$ cat src/rtl/sim_ctrl_pkg.sv
// Shared types and constants for the simulation run controller.
package sim_ctrl_pkg;

  typedef enum logic [1:0] {
    StHold = 2'd0,
    StRun  = 2'd1,
    StPass = 2'd2,
    StFail = 2'd3
  } run_state_e;

  localparam logic [1:0] FAIL_NONE     = 2'd0;
  localparam logic [1:0] FAIL_TIMEOUT  = 2'd1;
  localparam logic [1:0] FAIL_EXTERNAL = 2'd2;

endpackage

$ cat src/rtl/run_cycle_counter.sv
// Saturating cycle counter: counts enabled edges and sticks at all-ones.
module run_cycle_counter #(
  parameter int unsigned CNT_W = 64
) (
  input  logic             clock,
  input  logic             reset,
  input  logic             enable,
  output logic [CNT_W-1:0] count
);

  logic [CNT_W-1:0] count_q, count_d;

  always_comb begin
    count_d = count_q;
    if (enable && (count_q != '1)) begin
      count_d = count_q + CNT_W'(1);
    end
  end

  always_ff @(posedge clock or negedge reset) begin
    if (!reset) begin
      count_q <= '0;
    end else begin
      count_q <= count_d;
    end
  end

  assign count = count_q;

endmodule

$ cat src/rtl/sim_run_ctrl.sv
// Simulation run controller: holds the DUT in reset, then watches for pass, fail or timeout.
module sim_run_ctrl
  import sim_ctrl_pkg::*;
#(
  parameter int unsigned CNT_W       = 64,
  parameter int unsigned HOLD_CYCLES = 8
) (
  input  logic             clock,
  input  logic             reset,
  input  logic [CNT_W-1:0] max_cycles,
  input  logic [CNT_W-1:0] dump_start,
  input  logic             success,
  input  logic             failure,
  output logic             dut_reset,
  output logic             dump_on,
  output logic             done,
  output logic             pass,
  output logic [1:0]       fail_code,
  output logic [CNT_W-1:0] cycle_count
);

  run_state_e state_q, state_d;
  logic [7:0] hold_cnt_q, hold_cnt_d;
  logic       dump_on_q, dump_on_d;
  logic [1:0] fail_code_q, fail_code_d;
  logic       count_en;
  logic       timeout;

  assign count_en = (state_q == StHold) || (state_q == StRun);

  run_cycle_counter #(
    .CNT_W(CNT_W)
  ) u_counter (
    .clock  (clock),
    .reset  (reset),
    .enable (count_en),
    .count  (cycle_count)
  );

  assign timeout = (max_cycles != '0) && (cycle_count >= max_cycles);

  always_ff @(posedge clock or negedge reset) begin
    if (!reset) begin
      state_q     <= StHold;
      hold_cnt_q  <= '0;
      dump_on_q   <= 1'b0;
      fail_code_q <= FAIL_NONE;
    end else begin
      state_q     <= state_d;
      hold_cnt_q  <= hold_cnt_d;
      dump_on_q   <= dump_on_d;
      fail_code_q <= fail_code_d;
    end
  end

  always_comb begin
    state_d     = state_q;
    hold_cnt_d  = hold_cnt_q;
    fail_code_d = fail_code_q;
    unique case (state_q)
      StHold: begin
        if (hold_cnt_q == 8'(HOLD_CYCLES - 1)) begin
          state_d = StRun;
        end else begin
          hold_cnt_d = hold_cnt_q + 8'd1;
        end
      end
      StRun: begin
        // External failure outranks timeout, which outranks success.
        if (failure) begin
          state_d     = StFail;
          fail_code_d = FAIL_EXTERNAL;
        end else if (timeout) begin
          state_d     = StFail;
          fail_code_d = FAIL_TIMEOUT;
        end else if (success) begin
          state_d = StPass;
        end
      end
      StPass, StFail: begin
      end
      default: begin
      end
    endcase

    dump_on_d = dump_on_q | (count_en && (cycle_count == dump_start));
    if ((state_d == StPass) || (state_d == StFail)) begin
      dump_on_d = 1'b0;
    end
  end

  always_comb begin
    dut_reset = (state_q == StHold);
    done      = (state_q == StPass) || (state_q == StFail);
    pass      = (state_q == StPass);
    fail_code = fail_code_q;
    dump_on   = dump_on_q;
  end

endmodule

$ cat config.mk
export PLATFORM = sky130hd
export DESIGN_NAME = sim_run_ctrl
export DESIGN_NICKNAME = d
export VERILOG_FILES = /design/src/rtl/sim_ctrl_pkg.sv /design/src/rtl/run_cycle_counter.sv /design/src/rtl/sim_run_ctrl.sv
export SDC_FILE = /design/constraint.sdc
export NUM_CORES = 1
export LEC_CHECK = 0
export BUFFER_PORTS_ARGS = -buffer_cell sky130_fd_sc_hd__buf_2
export CORE_MARGIN = 3
export CORE_UTILIZATION = 40
export CTS_BUF_LIST = sky130_fd_sc_hd__clkbuf_4 sky130_fd_sc_hd__clkbuf_8 sky130_fd_sc_hd__clkbuf_16
export DETAILED_ROUTE_END_ITERATION = 10
export GPL_ROUTABILITY_DRIVEN = 0
export GPL_TIMING_DRIVEN = 0
export PLACE_DENSITY = 0.65
export SYNTH_ARGS = -nofsm -noshare
export SYNTH_HDL_FRONTEND = slang
export SYNTH_HIERARCHICAL = 1
export SYNTH_SLANG_ARGS = --single-unit
$ cat constraint.sdc
create_clock -name clock -period 6 [get_ports clock]
set_clock_uncertainty 0.1 [all_clocks]
set_input_delay 1.2 -clock clock [delete_from_list [all_inputs] [get_ports clock]]
set_output_delay 1.2 -clock clock [all_outputs]
set_load 0.02 [all_outputs]
==> results.cfg <==
[timing]
finalSetupTns_ns = 0
hold_viol_final = 0
worst_pin_slew_ns = 1.40
setup_viol = 0
post-route-min-period_ns = 3.31
fin_crit_sh_pct = 55.1
slew_viol_final = 0
max_freq_mhz = 302
maxSlewHeadroom_pct = 6.69
rsz0062_at_grt = false

[cells_and_area]
fin_util_pct = 51.6
multi_input_area_um2 = 4070
drive_gt1_share_pct = 26.1
nFillCells = 1532
seqCellArea_um2 = 1930
fin_nets = 1114
n_antenna_cell = 0
syn_to_final_growth_pct = 25.2

[worst_setup_path]
required_ns = 6.16
reg2regPathDepth = 6
end_kind = flop
ff2ff_setup_slack_ns = 2.69
cp.arrival_ns = 3.46
critPathKind = flop to flop
crit_fanout = 6
cp-start-kind = flop
crit_start = u_counter/count[43]
rr_endpoint = u_counter/count[59]
crit_end = u_counter/count[59]
r2r-start = u_counter/count[43]

[detailed_routing]
top_layer_used = met4
wire_per_inst_um = 19.1
drc = 0
wl_met2_um = 9990
wl_met3_um = 1670
drt-initial-drc-count = 532
drt_wl_total_um = 21600
via_per_inst = 5.52
num_vias = 6233
drt_pass1_iterations = 6
ant_nets = 0
wl_met1_um = 9430

[pwr]
seq_power_share_pct = 43.5
switching_share_pct = 24.5
ir_drop_mv = 0.134
p_leak_nw = 4.25
p_comb_share_pct = 12.2
power_density_nw_per_um2 = 154
power.switching_w = 0.000297
intPower_w = 0.000917
pwr-share-clk_pct = 44.3

[die]
num_rows = 45
pin_count = 202
fp.dieArea_um2 = 17300
core_um2 = 15300
fp.dieH_um = 132
die_x_um = 132
start_util_pct = 41.2

[synthesis]
synth.top_cell.area_share_pct = 30.5
yosys.area.top_type = dfrtp_1
ys_seq_elements = 77
syn_nets = 901
syn_area_um2 = 6310
yosysWarnings = 6
synth_edf_count = 0
ys.flop_type = dfrtp_1
synth_common_cells = xor2_1, dfrtp_1, inv_1
synthCells = 703
async_reset_ff_share_pct = 100
yosys.cell_count.top_type = xor2_1
synth.distinct_cells = 56
syn_avg_cell_area_um2 = 8.98
synth.area.top_cells = dfrtp_1, xor2_1, ha_1
yosysSeqAreaShare_pct = 30.5

[clock_network]
cts-resized-gates = 0
hold_buffers = 0
post_cts_buffers = 0
h-tree-depth = 3
clock_sinks = 77
clkTransAtPathRegs_ns = 0.06
cts_tree = yes
cts_max_path_buffers = 2
cts_root_buf = clkbuf_16
clk_latency_ns = 0.34
cts_buffers = 9

[run]
drv_cap = 0

[global_route]
antenna_found_initial = 0
gr-total-overflow = 0
track_usage_pct = 24.4
grt_start_max_net_pins = 70
grt_pass1_vias = 6037
grt_pass1_wl_um = 33300

[worst_hold_path]
hold_class = flop to flop

[placement]
hpwl_um = 17500
numPortBuffers = 201

[status]
status = finished clean
how the worst min path moves through the flow:
stage	depth (start not counted)	slack, ns	end	startpoint
floorplan	1	0.35	hold_cnt_q[7]	hold_cnt_q[7]
global placement	1	0.37	hold_cnt_q[7]	hold_cnt_q[7]
detailed placement	1	0.39	hold_cnt_q[6]	hold_cnt_q[6]
CTS	1	0.40	hold_cnt_q[6]	hold_cnt_q[6]
global route	1	0.43	hold_cnt_q[7]	hold_cnt_q[7]
finish	1	0.39	hold_cnt_q[7]	hold_cnt_q[7]
flip-flops by register name, indices dropped and copies added, names as in the netlist:
| register | count |
|---|---|
| fail_code | 2 |
| state_q | 2 |
| dump_on | 1 |
| hold_cnt_q | 8 |
| u_counter/count | 64 |
kinds of logic after synthesis:
kind of cell / synth area share, %
AND/OR/NAND/NOR: 25.2
XOR/XNOR: 18.5
adder cells (fa/ha/maj): 13.1
AO/OA/AOI/OAI: 7.63
buffers and inverters: 4.96
multiplexers: 0.178
flip-flops: 30.5
power by group through the flow:
| stage | Combinational [W] | Sequential [W] | Clock (W) |
|---|---|---|---|
| after floorplan | 0.0000561 | 0.000539 | 0 |
| after global placement | 0.000145 | 0.000537 | 0 |
| after detailed placement | 0.000148 | 0.000538 | 0 |
| after CTS | 0.000149 | 0.000528 | 0.000550 |
| after global routing | 0.000166 | 0.000528 | 0.000570 |
| final | 0.000148 | 0.000528 | 0.000538 |
cell usage in the layout, fill, tap and decap left out, drive strengths merged, types with 2 or more instances in the layout:
| cell type | n |
|---|---|
| xor2 | 98 |
| a221oi | 3 |
| nor3b | 2 |
| and3 | 10 |
| buf | 206 |
| or4 | 5 |
| clkinvlp | 2 |
| and4 | 6 |
| xnor2 | 35 |
| nand2 | 58 |
| dfrtp | 77 |
| inv | 71 |
| a211oi | 3 |
| ha | 66 |
| nand4 | 50 |
| o21a | 3 |
| nand3 | 30 |
| nor4b | 3 |
| or3 | 2 |
| nand2b | 2 |
| and2 | 2 |
| o211a | 2 |
| o211ai | 7 |
| nor4 | 53 |
| o21ai | 10 |
| nor3 | 22 |
| nor2b | 4 |
| a21o | 6 |
| a21oi | 25 |
| clkbuf | 12 |
| nor2 | 28 |
area by class of cell:
class,instances,area share (%)
clock buffers,10,3.03
well taps,211,3.34
clock inverters,4,0.634
flip-flops and latches,77,24.4
plain buffers,6,0.586
inverters,71,3.37
repair buffers,202,13.1
multi-input cells,549,51.5
critical path, stage by stage, from the launching register on:
cell	delay, ns
dfrtp_1	0.57
and3_1	0.25
nand4_1	0.23
nor4_1	1.00
nand3_1	0.43
nor4b_1	0.48
xor2_1	0.18
stage by stage:
stage / instance area [um^2] / hold WS (ns) / std cells / worst slack (ns) / power, W
floorplan: 6310 / 0.346 / 703 / 3.03 / 0.000595
global placement: 7580 / 0.368 / 1115 / 2.45 / 0.000682
detailed placement: 7610 / 0.393 / 1116 / 2.45 / 0.000686
CTS: 7900 / 0.403 / 1130 / 2.80 / 0.00123
global route: 7900 / 0.434 / 1130 / 2.53 / 0.00126
finish: 7900 / 0.393 / 1130 / 2.69 / 0.00121
per-layer routing:
metal | vias up | global-route usage, %
met5 | - | 0
li1 | 2963 | -
met1 | 2967 | 33.4
met4 | 0 | 8.17
met2 | 275 | 39.0
met3 | 28 | 4.17
Power figures use the tool's default switching activity.
